## src/rtl/sr_row_feeder.sv

```systemverilog
// sr_row_feeder: turns a raster pixel stream into row loads plus column shifts
// for a DEPTH-byte shift-register window.
module sr_row_feeder #(
    parameter int DEPTH      = 3,
    parameter int IMG_WIDTH  = 8,
    parameter int IMG_HEIGHT = 8
) (
    input  logic                 clock,
    input  logic                 reset,
    input  logic                 start,
    input  logic [7:0]           in_data,
    input  logic                 in_valid,
    output logic                 in_ready,
    output logic                 sr_enable,
    output logic                 sr_shift_row_up,
    output logic [7:0]           sr_column_shift_in,
    output logic [8*DEPTH-1:0]   sr_row_shift_in,
    output logic                 win_valid,
    output logic                 row_done,
    output logic                 frame_done
);
    localparam int CW = IMG_WIDTH > 1 ? $clog2(IMG_WIDTH) : 1;
    localparam int RW = IMG_HEIGHT > 1 ? $clog2(IMG_HEIGHT) : 1;

    typedef enum logic [1:0] {IDLE, GATHER, LOAD, STREAM} state_t;

    state_t             state, state_nxt;
    logic [CW-1:0]      col;
    logic [RW-1:0]      row;
    logic [8*DEPTH-1:0] staging;
    logic               last_col, last_row, row_end;

    always_comb begin
        in_ready           = state == GATHER || state == STREAM;
        sr_enable          = state == LOAD || (state == STREAM && in_valid);
        sr_shift_row_up    = state == LOAD;
        sr_column_shift_in = state == STREAM ? in_data : 8'd0;
        sr_row_shift_in    = staging;
        last_col           = col == CW'(IMG_WIDTH - 1);
        last_row           = row == RW'(IMG_HEIGHT - 1);
        row_end            = (state == LOAD && IMG_WIDTH == DEPTH) ||
                             (state == STREAM && in_valid && last_col);
        state_nxt          = state;
        case (state)
            IDLE:    state_nxt = start ? GATHER : IDLE;
            GATHER:  state_nxt = (in_valid && col == CW'(DEPTH - 1)) ? LOAD : GATHER;
            LOAD:    state_nxt = IMG_WIDTH > DEPTH ? STREAM : (last_row ? IDLE : GATHER);
            STREAM:  state_nxt = row_end ? (last_row ? IDLE : GATHER) : STREAM;
            default: state_nxt = IDLE;
        endcase
    end

    always_ff @(posedge clock or posedge reset) begin
        if (reset)
            state <= IDLE;
        else
            state <= state_nxt;
    end

    // The column counter holds at its limit when the last gather pixel is also the
    // last pixel of the row; the LOAD row end then clears it.
    always_ff @(posedge clock or posedge reset) begin
        if (reset) begin
            col     <= '0;
            row     <= '0;
            staging <= '0;
        end else begin
            if (state == IDLE && start) begin
                col <= '0;
                row <= '0;
            end else if (row_end) begin
                col <= '0;
                row <= last_row ? '0 : row + 1'b1;
            end else if (in_ready && in_valid && !last_col) begin
                col <= col + 1'b1;
            end
            for (int i = 0; i < DEPTH; i++)
                if (state == GATHER && in_valid && col == CW'(i))
                    staging[8*(DEPTH-1-i) +: 8] <= in_data;
        end
    end

    always_ff @(posedge clock or posedge reset) begin
        if (reset) begin
            win_valid  <= 1'b0;
            row_done   <= 1'b0;
            frame_done <= 1'b0;
        end else begin
            win_valid  <= sr_enable;
            row_done   <= row_end;
            frame_done <= row_end && last_row;
        end
    end
endmodule

```

## config.mk

```make
export PLATFORM = sky130hd
export DESIGN_NAME = sr_row_feeder
export DESIGN_NICKNAME = d
export VERILOG_FILES = /design/src/rtl/sr_row_feeder.sv
export SDC_FILE = /design/constraint.sdc
export NUM_CORES = 1
export LEC_CHECK = 0
export ABC_AREA = 1
export CORE_MARGIN = 2
export CORE_UTILIZATION = 46
export DETAILED_ROUTE_END_ITERATION = 12
export PLACE_DENSITY = 0.78
export RECOVER_POWER = 50
export SETUP_SLACK_MARGIN = 0.2
export SLEW_MARGIN = 20
export SYNTH_ARGS = -nofsm -noshare
export SYNTH_HDL_FRONTEND = slang
export SYNTH_SLANG_ARGS = --single-unit
```

## constraint.sdc

```tcl
create_clock -name clock -period 1.7 [get_ports clock]
set_input_delay 0.34 -clock clock [delete_from_list [all_inputs] [get_ports clock]]
set_output_delay 0.34 -clock clock [all_outputs]
set_load 0.005 [all_outputs]
```

==> impl_metrics.env <==
export IMPL_synth_main_ff_cell="dfrtp_1"
export IMPL_placed_cells=292
export IMPL_cp_startpoint="state[1]"
export IMPL_antenna_left=0
export IMPL_cts_buffers=5
export IMPL_cp_buffers_inverters=2
export IMPL_worstHoldStart="sr_row_shift_in[7]"
export IMPL_nets=297
export IMPL_die_area_mm2=0.004141
export IMPL_cts_hold_buf=0
export IMPL_path_cells="nand2_4 -> buf_4 -> nor2_2 -> buf_2"
export IMPL_placementRows=21
export IMPL_cpMaxStageDelayCell="dfrtp_1"
export IMPL_dpl_worst_slack_ps=-180.9
export IMPL_yosys_warnings=0
export IMPL_critPathMaxStageDelay_ps=430
export IMPL_tritoncts="yes"
export IMPL_totalWireLength_um=4241
export IMPL_fin_crit_sh_pct=93.92
export IMPL_cts_max_level=2
export IMPL_slew_headroom_pct=43.82
export IMPL_irDropWorstVdd_uv=1023
export IMPL_grt_max_degree=36
export IMPL_p_per_area_mw_per_mm2=1578
export IMPL_wl_per_cell_um=13.05
export IMPL_routabilityCongestion=0.7915
export IMPL_hold_viol_final=0
export IMPL_clock_path_buffers=2
export IMPL_diodes=0
export IMPL_final_cells=325
export IMPL_setup_violations_final=0
export IMPL_muxShareOfSynthArea_pct=0
export IMPL_synth_async_sr_flop_share_pct=100.0
export IMPL_cp_max_fo=7
export IMPL_ys_seq_elements=35
export IMPL_synth_xor_area_share_pct=0
export IMPL_root_buffer="clkbuf_4"
export IMPL_crit_path_start_kind="register"
export IMPL_r2r_start="state[1]"
export IMPL_grt_usage_pct=21.86
export IMPL_drc=0
export IMPL_avgSynthCellArea_um2=9.155
export IMPL_yosys_area_share_simple_pct=25.99
export IMPL_period_needed_ps=1597
export IMPL_via_per_inst=4.674
export IMPL_synth_edf_count=0
export IMPL_antenna_found_initial=0
export IMPL_core_mm2=0.003416
export IMPL_drtIter0Drc=65
export IMPL_ys_top_cells_by_count="nand2_1, dfrtp_1, inv_1, nor2_1, o21ai_2"
export IMPL_clock_latency_ps=340
export IMPL_min_path_type="register to register"
export IMPL_synth_compound_area_share_pct=8.962
export IMPL_grt_setup_unrepaired="true"
export IMPL_power_leakage_nw=1.475
export IMPL_overflow=0
export IMPL_clkSlewWorstSetupHoldPaths_ps=100
export IMPL_synth_top_family_by_area="simple AND/OR/NAND/NOR gates"
export IMPL_route_vias_total=1519
export IMPL_yosysSeqAreaShare_pct=52.28
export IMPL_r2r_end="col[1]"
export IMPL_pin_count=50
export IMPL_synth_area_leader_cell="dfrtp_1"
export IMPL_worst_slack_ps=103.3
export IMPL_crit_family="flip-flops"
export IMPL_synth_top_area_share_pct=52.28
export IMPL_initial_core_util_pct=49.05
export IMPL_drv_slew=0
export IMPL_synth_net_count=202
export IMPL_outcome="finished, final reports clean"
export IMPL_grt_pass1_wl_um=6948
export IMPL_port_buffers=49
export IMPL_synthAdderAreaFrac_pct=5.228
export IMPL_place_hpwl_um=2616
export IMPL_maxCapViolCount=0
export IMPL_timing_reg2reg_setup_slack_ps=150
export IMPL_fmax_mhz=626.3
export IMPL_hold_end="sr_row_shift_in[7]"
export IMPL_synth_area_mm2=0.001675
export IMPL_end_kind="primary output"
export IMPL_die_y_um=64.35
export IMPL_synth_most_common_cell="nand2_1"
export IMPL_dr_pass1_iters=4
export IMPL_first_global_vias=1499
export IMPL_hold_path_depth=2
export IMPL_worstRegToRegCells=8
export IMPL_area_growth_pct=57.51
export IMPL_cp_data_required_time_ps=1360
export IMPL_syn_instance_count=183
export IMPL_synthTopCellsByArea="dfrtp_1, nand2_1, o21ai_2"
export IMPL_worst_pin_slew_ps=842.8
export IMPL_worstPathArrival_ps=1260
export IMPL_synth_distinct_cells=16
export IMPL_clock_skew_ps=8.965
export IMPL_crit_type="register to primary output"
export IMPL_drive_gt1_share_pct=37.99
export IMPL_die_w_um=64.35
export IMPL_cts_num_sinks=35
## how the worst max path moves through the flow
stage / endpoint / depth (start not counted)
2_1_floorplan: col[2] / 8
3_3_place_gp: sr_enable / 4
3_5_place_dp: sr_enable / 4
4_1_cts: sr_shift_row_up / 5
5_1_grt: col[1] / 7
6_report: sr_column_shift_in[5] / 4
## flip-flops by register name, indices dropped and copies added, names as in the netlist
| register | flops |
|---|---|
| col | 3 |
| frame_done | 1 |
| sr_row_shift_in | 24 |
| row_done | 1 |
| row | 3 |
| state | 2 |
| win_valid | 1 |
## layer usage
layer  up-vias  share of wire, %  wire (µm)  GRT usage, %
li1        755                 -          -             -
met1       708                43       1833         28.72
met2        47                50       2128         34.77
met3         9               5.2        220         5.810
met4         0               1.4         59         7.979
met5         -                 0          0             0
## metrics by stage
| step | util (%) | power, mW | setup TNS, ps | area, µm² | hold WS, ps |
|---|---|---|---|---|---|
| floorplan | - | 2.251 | 0 | 1675 | 456.6 |
| global placement | 68.68 | 3.148 | -1136 | 2346 | 451.4 |
| detailed placement | 68.68 | 3.196 | -1224 | 2346 | 459.4 |
| CTS | 74.36 | 3.935 | 0 | 2540 | 354.8 |
| global route | 77.25 | 4.480 | 0 | 2639 | 508.4 |
| finish | 77.25 | 4.164 | 0 | 2639 | 475.7 |
## timing repair
item	in CTS	in global routing
pin swaps	2	4
resized for setup	82	20
buffers inserted	20	4
gates cloned	0	1
endpoints found under the hold margin	0	0
setup endpoints to repair	38	32
## cells in the final DEF, fill, tap and decap left out, drive strengths merged
master | synthesis | routed
nand2 | 68 | 69
buf | 3 | 51
dfrtp | 35 | 35
dlygate4sd2 | 0 | 27
inv | 23 | 23
nor2 | 20 | 20
o21ai | 17 | 17
clkdlybuf4s50 | 0 | 10
nand3 | 8 | 8
ha | 7 | 7
clkbuf | 1 | 7
clkinv | 0 | 2
a21oi | 1 | 1
bufinv | 0 | 1
dlygate4sd3 | 0 | 1
## logic make-up after synthesis
group	count (synthesis)
adder cells (fa/ha/maj)	7
flip-flops	35
buffers and inverters	27
AND/OR/NAND/NOR	96
AO/OA/AOI/OAI	18
## area by class of cell
| type | count | area, µm² |
|---|---|---|
| sequential | 35 | 877.1 |
| tap | 46 | 57.56 |
| clock inverter | 3 | 43.79 |
| timing repair buffer | 91 | 775.7 |
| fill | 245 | 777.0 |
| inverter | 23 | 91.34 |
| multi-input combinational | 122 | 755.7 |
| clock buffer | 5 | 37.54 |
## tightest hold or removal path, cell delays in order (launching register included)
cell and delay (ps):
dfrtp_1 350, nand2_1 50, nand2_1 50
## where the power goes
group          total (mW)  leakage (nW)  internal, mW  switching, mW
Sequential           1.41         0.442          1.19          0.217
Clock               0.607        0.0452         0.309          0.298
Combinational        2.15         0.988          1.15           1.01
No activity file was read; power rests on OpenSTA's default activity.
